===== src/rtl/spi_master_pkg.sv =====
// spi_master_pkg
// Shared types for the SPI master controller.
//   spi_master_state_e : controller FSM states
//   spi_mode_s         : clock polarity/phase pair for one transfer
//   clog2_min1()       : counter/index width helper, never returns 0
package spi_master_pkg;

  typedef enum logic [2:0] {
    IDLE,
    LEAD,
    SHIFT,
    TRAIL,
    GAP
  } spi_master_state_e;

  typedef struct packed {
    logic cpol;
    logic cpha;
  } spi_mode_s;

  // Width needed to hold values 0..n-1; a 1-bit field is kept even for n<=2
  // so that a single-slave select port or a one-cycle timer still exists.
  function automatic int clog2_min1(input int n);
    return (n <= 2) ? 1 : $clog2(n);
  endfunction

endpackage


===== src/rtl/spi_master_sclk_gen.sv =====
// spi_sclk_gen
// Serial clock generator for the SPI master.
//   pclk, areset : system clock, async active-low reset
//   load, cpol   : on load, sclk takes the idle level of the new transfer
//   en           : runs the half-period timer (high in LEAD and SHIFT)
//   sclk         : registered serial clock
//   lead_edge    : this pclk edge registers an odd (leading) sclk edge
//   trail_edge   : this pclk edge registers an even (trailing) sclk edge
//   last_edge    : this pclk edge registers edge 2*DATA_WIDTH
module spi_sclk_gen
  import spi_master_pkg::*;
#(
  parameter int DATA_WIDTH       = 8,
  parameter int SCLK_HALF_PERIOD = 2
) (
  input  logic pclk,
  input  logic areset,
  input  logic load,
  input  logic cpol,
  input  logic en,
  output logic sclk,
  output logic lead_edge,
  output logic trail_edge,
  output logic last_edge
);

  localparam int HCW = clog2_min1(SCLK_HALF_PERIOD);
  localparam int ECW = clog2_min1(2 * DATA_WIDTH + 1);
  localparam logic [HCW-1:0] HALF_TC  = HCW'(SCLK_HALF_PERIOD - 1);
  localparam logic [ECW-1:0] LAST_IDX = ECW'(2 * DATA_WIDTH - 1);

  logic [HCW-1:0] half_cnt_q, half_cnt_d;
  logic [ECW-1:0] edge_idx_q, edge_idx_d;
  logic           sclk_q, sclk_d;
  logic           edge_now;

  // The LEAD half-period is timed here too, so edge 1 falls exactly one
  // half-period after chip select drops.
  assign edge_now   = en && (half_cnt_q == '0);
  // edge_idx_q counts edges already made; the upcoming edge is edge_idx_q+1.
  assign lead_edge  = edge_now && !edge_idx_q[0];
  assign trail_edge = edge_now &&  edge_idx_q[0];
  assign last_edge  = edge_now && (edge_idx_q == LAST_IDX);
  assign sclk       = sclk_q;

  always_comb begin
    half_cnt_d = half_cnt_q;
    edge_idx_d = edge_idx_q;
    sclk_d     = sclk_q;
    if (!en) begin
      half_cnt_d = HALF_TC;
      edge_idx_d = '0;
    end else if (edge_now) begin
      half_cnt_d = HALF_TC;
      edge_idx_d = edge_idx_q + 1'b1;
      sclk_d     = ~sclk_q;
    end else begin
      half_cnt_d = half_cnt_q - 1'b1;
    end
    if (load) begin
      sclk_d = cpol;
    end
  end

  always_ff @(posedge pclk or negedge areset) begin
    if (!areset) begin
      half_cnt_q <= HALF_TC;
      edge_idx_q <= '0;
      sclk_q     <= 1'b0;
    end else begin
      half_cnt_q <= half_cnt_d;
      edge_idx_q <= edge_idx_d;
      sclk_q     <= sclk_d;
    end
  end

endmodule


===== src/rtl/spi_master_ctrl.sv =====
// spi_master_ctrl
// SPI master: one word per tx_valid/tx_ready handshake, MSB first, all four
// CPOL/CPHA modes, received word presented on a one-cycle rx_valid strobe.
//   pclk, areset           : system clock, async active-low reset
//   tx_valid/tx_ready      : host request / accept (ready only in IDLE)
//   tx_data, tx_cpol,
//   tx_cpha, tx_slave_sel  : word, mode and target, latched at accept
//   rx_valid, rx_data      : completion strobe and held received word
//   busy                   : high outside IDLE
//   sclk, cs, mosi0, miso0 : SPI bus (cs active low)
//
// state | meaning
// IDLE  | ready for a request, sclk parked at last CPOL
// LEAD  | cs asserted, first half-period before edge 1
// SHIFT | sclk toggling, edges 2..2W
// TRAIL | cs held low one half-period after the last edge
// GAP   | cs released one half-period before the next request
module spi_master_ctrl
  import spi_master_pkg::*;
#(
  parameter int  DATA_WIDTH       = 8,
  parameter int  NO_OF_SLAVES     = 1,
  parameter int  SCLK_HALF_PERIOD = 2,
  localparam int SEL_W            = clog2_min1(NO_OF_SLAVES)
) (
  input  logic                    pclk,
  input  logic                    areset,
  input  logic                    tx_valid,
  output logic                    tx_ready,
  input  logic [DATA_WIDTH-1:0]   tx_data,
  input  logic                    tx_cpol,
  input  logic                    tx_cpha,
  input  logic [SEL_W-1:0]        tx_slave_sel,
  output logic                    rx_valid,
  output logic [DATA_WIDTH-1:0]   rx_data,
  output logic                    busy,
  output logic                    sclk,
  output logic [NO_OF_SLAVES-1:0] cs,
  output logic                    mosi0,
  input  logic                    miso0
);

  localparam int HCW = clog2_min1(SCLK_HALF_PERIOD);
  localparam logic [HCW-1:0] HALF_TC = HCW'(SCLK_HALF_PERIOD - 1);

  spi_master_state_e state_q, state_d;
  logic                    cpha_q, cpha_d;
  logic [DATA_WIDTH-1:0]   tx_shift_q, tx_shift_d;
  logic [DATA_WIDTH-1:0]   rx_shift_q, rx_shift_d;
  logic [DATA_WIDTH-1:0]   rx_data_q, rx_data_d;
  logic                    rx_valid_q, rx_valid_d;
  logic [NO_OF_SLAVES-1:0] cs_q, cs_d;
  logic                    mosi_q, mosi_d;
  logic [HCW-1:0]          timer_q, timer_d;

  spi_mode_s tx_mode;
  logic      accept;
  logic      gen_en;
  logic      lead_edge, trail_edge, last_edge;

  // Out-of-range selects match no bit, leaving every chip select high.
  function automatic logic [NO_OF_SLAVES-1:0] cs_decode(input logic [SEL_W-1:0] sel);
    logic [NO_OF_SLAVES-1:0] v;
    v = '1;
    for (int i = 0; i < NO_OF_SLAVES; i++) begin
      if (SEL_W'(i) == sel) begin
        v[i] = 1'b0;
      end
    end
    return v;
  endfunction

  assign tx_mode = '{cpol: tx_cpol, cpha: tx_cpha};
  assign accept  = tx_valid && (state_q == IDLE);
  assign gen_en  = (state_q == LEAD) || (state_q == SHIFT);

  spi_sclk_gen #(
    .DATA_WIDTH      (DATA_WIDTH),
    .SCLK_HALF_PERIOD(SCLK_HALF_PERIOD)
  ) u_sclk_gen (
    .pclk      (pclk),
    .areset    (areset),
    .load      (accept),
    .cpol      (tx_mode.cpol),
    .en        (gen_en),
    .sclk      (sclk),
    .lead_edge (lead_edge),
    .trail_edge(trail_edge),
    .last_edge (last_edge)
  );

  always_comb begin
    state_d    = state_q;
    cpha_d     = cpha_q;
    tx_shift_d = tx_shift_q;
    rx_shift_d = rx_shift_q;
    rx_data_d  = rx_data_q;
    rx_valid_d = 1'b0;
    cs_d       = cs_q;
    mosi_d     = mosi_q;
    timer_d    = timer_q;

    case (state_q)
      IDLE: begin
        if (tx_valid) begin
          state_d    = LEAD;
          cpha_d     = tx_mode.cpha;
          tx_shift_d = tx_data;
          rx_shift_d = '0;
          cs_d       = cs_decode(tx_slave_sel);
          // CPHA=0 must present the MSB before the first edge.
          mosi_d     = tx_mode.cpha ? 1'b0 : tx_data[DATA_WIDTH-1];
        end
      end
      LEAD: begin
        if (lead_edge) begin
          state_d = SHIFT;
        end
      end
      SHIFT: begin
        if (last_edge) begin
          state_d = TRAIL;
          timer_d = HALF_TC;
        end
      end
      TRAIL: begin
        if (timer_q == '0) begin
          state_d    = GAP;
          timer_d    = HALF_TC;
          cs_d       = '1;
          rx_valid_d = 1'b1;
          rx_data_d  = rx_shift_q;
        end else begin
          timer_d = timer_q - 1'b1;
        end
      end
      GAP: begin
        if (timer_q == '0) begin
          state_d = IDLE;
        end else begin
          timer_d = timer_q - 1'b1;
        end
      end
      default: state_d = IDLE;
    endcase

    // Edge strobes only occur in LEAD/SHIFT. The sampling edge captures the
    // miso0 level present before this pclk edge, while mosi0 changes after it.
    if (lead_edge) begin
      if (!cpha_q) begin
        rx_shift_d = {rx_shift_q[DATA_WIDTH-2:0], miso0};
      end else begin
        mosi_d     = tx_shift_q[DATA_WIDTH-1];
        tx_shift_d = tx_shift_q << 1;
      end
    end
    if (trail_edge) begin
      if (cpha_q) begin
        rx_shift_d = {rx_shift_q[DATA_WIDTH-2:0], miso0};
      end else if (!last_edge) begin
        // tx_shift_q[W-1] is already on the wire, so the next bit is one below.
        mosi_d     = tx_shift_q[DATA_WIDTH-2];
        tx_shift_d = tx_shift_q << 1;
      end
    end
  end

  always_ff @(posedge pclk or negedge areset) begin
    if (!areset) begin
      state_q    <= IDLE;
      cpha_q     <= 1'b0;
      tx_shift_q <= '0;
      rx_shift_q <= '0;
      rx_data_q  <= '0;
      rx_valid_q <= 1'b0;
      cs_q       <= '1;
      mosi_q     <= 1'b0;
      timer_q    <= '0;
    end else begin
      state_q    <= state_d;
      cpha_q     <= cpha_d;
      tx_shift_q <= tx_shift_d;
      rx_shift_q <= rx_shift_d;
      rx_data_q  <= rx_data_d;
      rx_valid_q <= rx_valid_d;
      cs_q       <= cs_d;
      mosi_q     <= mosi_d;
      timer_q    <= timer_d;
    end
  end

  assign tx_ready = (state_q == IDLE);
  assign busy     = (state_q != IDLE);
  assign rx_valid = rx_valid_q;
  assign rx_data  = rx_data_q;
  assign cs       = cs_q;
  assign mosi0    = mosi_q;

endmodule


===== config.mk =====
export PLATFORM = sky130hd
export DESIGN_NAME = spi_master_ctrl
export DESIGN_NICKNAME = d
export VERILOG_FILES = /design/src/rtl/spi_master_pkg.sv /design/src/rtl/spi_master_sclk_gen.sv /design/src/rtl/spi_master_ctrl.sv
export SDC_FILE = /design/constraint.sdc
export NUM_CORES = 1
export LEC_CHECK = 0
export CAP_MARGIN = 5
export CORE_UTILIZATION = 47
export DETAILED_ROUTE_END_ITERATION = 7
export MAX_ROUTING_LAYER = met4
export PLACE_DENSITY = 0.72
export SLEW_MARGIN = 20
export SYNTH_ARGS = -nofsm -noshare
export SYNTH_HDL_FRONTEND = slang
export SYNTH_HIERARCHICAL = 1
export SYNTH_SLANG_ARGS = --single-unit

===== constraint.sdc =====
create_clock -name pclk -period 2.8 [get_ports pclk]
set_input_delay 0.84 -clock pclk [delete_from_list [all_inputs] [get_ports pclk]]
set_output_delay 0.84 -clock pclk [all_outputs]
set_load 0.03 [all_outputs]

==> impl_metrics.env <==
export IMPL_status="finished clean"
export IMPL_synth_adder_area_share_pct=1.39
export IMPL_fp_dieArea_mm2=0.00407
export IMPL_ctsResizeCount=0
export IMPL_regArea_um2=978
export IMPL_powerDensity_mw_per_mm2=1060
export IMPL_nets=183
export IMPL_synthSimpleGateAreaFrac_pct=12.1
export IMPL_die_x_um=63.8
export IMPL_wl_per_cell_um=14.7
export IMPL_crit_chain="nor3_1 -> clkdlybuf4s50_1"
export IMPL_postRouteAntennaNets=0
export IMPL_grt_pass1_wl_um=5420
export IMPL_wl_um=3150
export IMPL_die_h_um=63.8
export IMPL_dr_pass1_iters=3
export IMPL_numClockSinks=39
export IMPL_finalCritPeriodShare_pct=93.6
export IMPL_crit_fanout=11
export IMPL_rsz0062_at_grt="false"
export IMPL_synth_compound_area_share_pct=8.16
export IMPL_ir_worst_vdd_mv=0.647
export IMPL_slew_limit_headroom_pct=43.6
export IMPL_cp_slowest_cell="clkdlybuf4s50_1"
export IMPL_num_io_pins=29
export IMPL_drv_slew=0
export IMPL_drcViolationCount=0
export IMPL_required_ns=1.96
export IMPL_hold_depth=1
export IMPL_vias=1105
export IMPL_timing_fmax_mhz=381
export IMPL_ys_ff_latch=39
export IMPL_combPwrFrac_pct=37.9
export IMPL_h_tree_depth=2
export IMPL_grt_max_degree=40
export IMPL_crit_type="flip-flop to output pin"
export IMPL_n_fill_cell=292
export IMPL_insertion_delay_ns=0.29
export IMPL_reg2reg_depth=7
export IMPL_rows=22
export IMPL_worst_slew_pin_slew_ns=0.846
export IMPL_final_setup_tns_ns=0
export IMPL_synth_xor_area_share_pct=2.44
export IMPL_avgSynthCellArea_um2=13.3
export IMPL_track_usage_pct=18.2
export IMPL_synthToLayoutAreaGrowth_pct=24.5
export IMPL_slowest_delay_ns=0.71
export IMPL_grt_overflow=0
export IMPL_setup_viol=0
export IMPL_p_clk_share_pct=23.6
export IMPL_drv_cap=0
export IMPL_multi_input_area_um2=746
export IMPL_synth_cell_type_count=35
export IMPL_clock_tree_root_cell="clkbuf_8"
export IMPL_power_leakage_nw=1.01
export IMPL_fin_ws_ns=0.178
export IMPL_final_cells=215
export IMPL_crit_path_end_kind="output pin"
export IMPL_fin_crit_ns=2.62
export IMPL_drive_gt1_share_pct=24.6
export IMPL_avgViaCountPerCell=5.14
export IMPL_r2r_end="rx_shift_q[1]$_DFF_PN0_"
export IMPL_postCtsHoldBufs=0
export IMPL_dpl_cell_count=207
export IMPL_hold_end="tx_shift_q[3]$_DFF_PN0_"
export IMPL_dpl_worst_slack_ns=0.283
export IMPL_switching_power_mw=0.788
export IMPL_num_antenna_cells=0
export IMPL_syn_cell_area_mm2=0.00179
export IMPL_path_buf_inv=1
export IMPL_critPathLaunchType="flip-flop"
export IMPL_antenna_found_initial=0
export IMPL_hold_start="tx_shift_q[2]$_DFF_PN0_"
export IMPL_cts_tree="built"
export IMPL_clock_path_buffers=2
export IMPL_globalplace_congestion=0.696
export IMPL_swShare_pct=33.3
export IMPL_drt_iter0_markers=27
export IMPL_clk_pin_slew_ns=0.08
export IMPL_yosysSeqAreaShare_pct=54.5
export IMPL_coreArea_mm2=0.00366
export IMPL_dpl_hpwl_um=2210
export IMPL_syn_nets=152
export IMPL_start_util_pct=49.0
export IMPL_hold_class="flip-flop to flip-flop"
export IMPL_total_power_mw=2.36
export IMPL_hold_viol=0
export IMPL_rrSetupSlack_ns=0.54
export IMPL_seqPwrFrac_pct=38.6
export IMPL_io_buffer_count=28
export IMPL_cts_buffers=5
export IMPL_worstPathArrival_ns=1.78
export IMPL_cp_top_family="buffers and inverters"
export IMPL_synthMuxAreaShare_pct=17.4
export IMPL_timing_rr_start="state_q[1]$_DFFE_PN0P_"
export IMPL_fin_worst_skew_ns=0.00753
export IMPL_p_int_mw=1.58
export IMPL_cts_setup_buffers=0
export IMPL_yosys_warnings=6
export IMPL_synth_top_family_by_area="multiplexers"
export IMPL_grt_pass1_vias=1190
export IMPL_synthCells=135
## cell usage after synthesis
| library cell | number | area, um2 |
|---|---|---|
| o21ai_1 | 1 | 5.00 |
| mux2i_1 | 2 | 20.0 |
| a21oi_1 | 3 | 15.0 |
| mux4_2 | 1 | 22.5 |
| nand2b_1 | 3 | 18.8 |
| nor2b_1 | 3 | 18.8 |
| nor4b_4 | 1 | 23.8 |
| o32ai_1 | 1 | 8.76 |
| nand3b_1 | 1 | 7.51 |
| o21a_1 | 1 | 7.51 |
| nor3_1 | 2 | 10.0 |
| buf_2 | 2 | 10.0 |
| a31oi_1 | 1 | 6.26 |
| ha_1 | 2 | 25.0 |
| and3_1 | 2 | 12.5 |
| nor2_1 | 3 | 11.3 |
| o22ai_1 | 1 | 6.26 |
| dfstp_2 | 2 | 52.6 |
| nor2b_4 | 1 | 13.8 |
| nand4b_4 | 1 | 23.8 |
| buf_6 | 3 | 33.8 |
| clkbuf_1 | 1 | 3.75 |
| mux2_1 | 2 | 22.5 |
| mux2_2 | 22 | 248 |
| a221oi_1 | 1 | 8.76 |
| a31o_2 | 1 | 8.76 |
| xnor2_1 | 5 | 43.8 |
| inv_1 | 6 | 22.5 |
| or3_1 | 1 | 6.26 |
| a22o_1 | 8 | 70.1 |
| nand2_1 | 4 | 15.0 |
| and2_1 | 7 | 43.8 |
| o21ai_0 | 2 | 10.0 |
| and4bb_2 | 1 | 12.5 |
| dfrtp_1 | 37 | 926 |
## registers in the layout, summed over array words and instances, names as in the netlist
name                   flops
rx_data                    8
rx_shift_q                 8
tx_shift_q                 8
u_sclk_gen/edge_idx_q      5
state_q                    3
cpha_q                     1
cs                         1
mosi0                      1
rx_valid                   1
timer_q                    1
u_sclk_gen/half_cnt_q      1
u_sclk_gen/sclk            1
## power groups by stage
stage	Clock (mW)	Combinational, mW	Sequential, mW
4_1_cts	0.567	0.909	0.915
2_1_floorplan	0	0.621	0.942
3_3_place_gp	0	0.873	0.908
5_1_grt	0.594	0.978	0.938
3_5_place_dp	0	0.903	0.924
6_report	0.558	0.895	0.912
## cells by family after synthesis
logic type / count (synthesis)
buffers and inverters: 12
flip-flops: 39
AO/OA/AOI/OAI: 20
multiplexers: 27
AND/OR/NAND/NOR: 30
adder cells (fa/ha/maj): 2
XOR/XNOR: 5
## metrics by stage
stage,util [%],hold slack [ns],instance area [um2]
after global routing,61.0,0.535,2230
after global placement,57.3,0.480,2100
after floorplan,-,0.460,1790
after CTS,61.0,0.508,2230
final,61.0,0.504,2230
after detailed placement,57.3,0.491,2100
## cells in the final DEF, fill, tap and decap left out, types with 2 or more instances in the layout
cell / instances
clkbuf_8: 5
mux2_1: 2
nand2_1: 4
o21ai_0: 2
nor3_1: 2
nor2_1: 3
ha_1: 2
a21oi_1: 3
buf_4: 2
and3_1: 2
inv_1: 6
clkdlybuf4s50_1: 27
and2_1: 7
nor2b_1: 3
xnor2_1: 5
nand2b_1: 3
dfrtp_1: 37
mux2i_1: 2
a22o_1: 8
mux2_2: 22
bufinv_16: 2
dfstp_2: 2
## worst max-delay path by stage
stage,endpoint,startpoint,slack [ns],cells past startpoint
2_1_floorplan,busy,state_q[1]$_DFFE_PN0P_,0.30,3
3_3_place_gp,tx_shift_q[7]$_DFF_PN0_,tx_valid,0.34,5
3_5_place_dp,tx_shift_q[7]$_DFF_PN0_,tx_valid,0.28,5
4_1_cts,tx_ready,state_q[1]$_DFFE_PN0P_,0.16,2
5_1_grt,tx_ready,state_q[1]$_DFFE_PN0P_,0.08,2
6_report,tx_ready,state_q[1]$_DFFE_PN0P_,0.18,2
## area by class of cell
class / instances / share of cell area, %
sequential: 39 / 43.8
multi-input combinational: 84 / 33.4
timing repair buffer: 30 / 13.0
clock buffer: 5 / 3.08
clock inverter: 3 / 3.03
tap: 48 / 2.69
inverter: 6 / 1.01
## metal layers
metal  GRT usage [%]  routed length (um)  vias to the layer above
li1                -                   -                      535
met1            20.3                1390                      548
met2            30.2                1600                       20
met3            6.43                 151                        2
met4            5.97                  13                        0
met5               -                   0                        -
(Power assumes the default switching activity.)
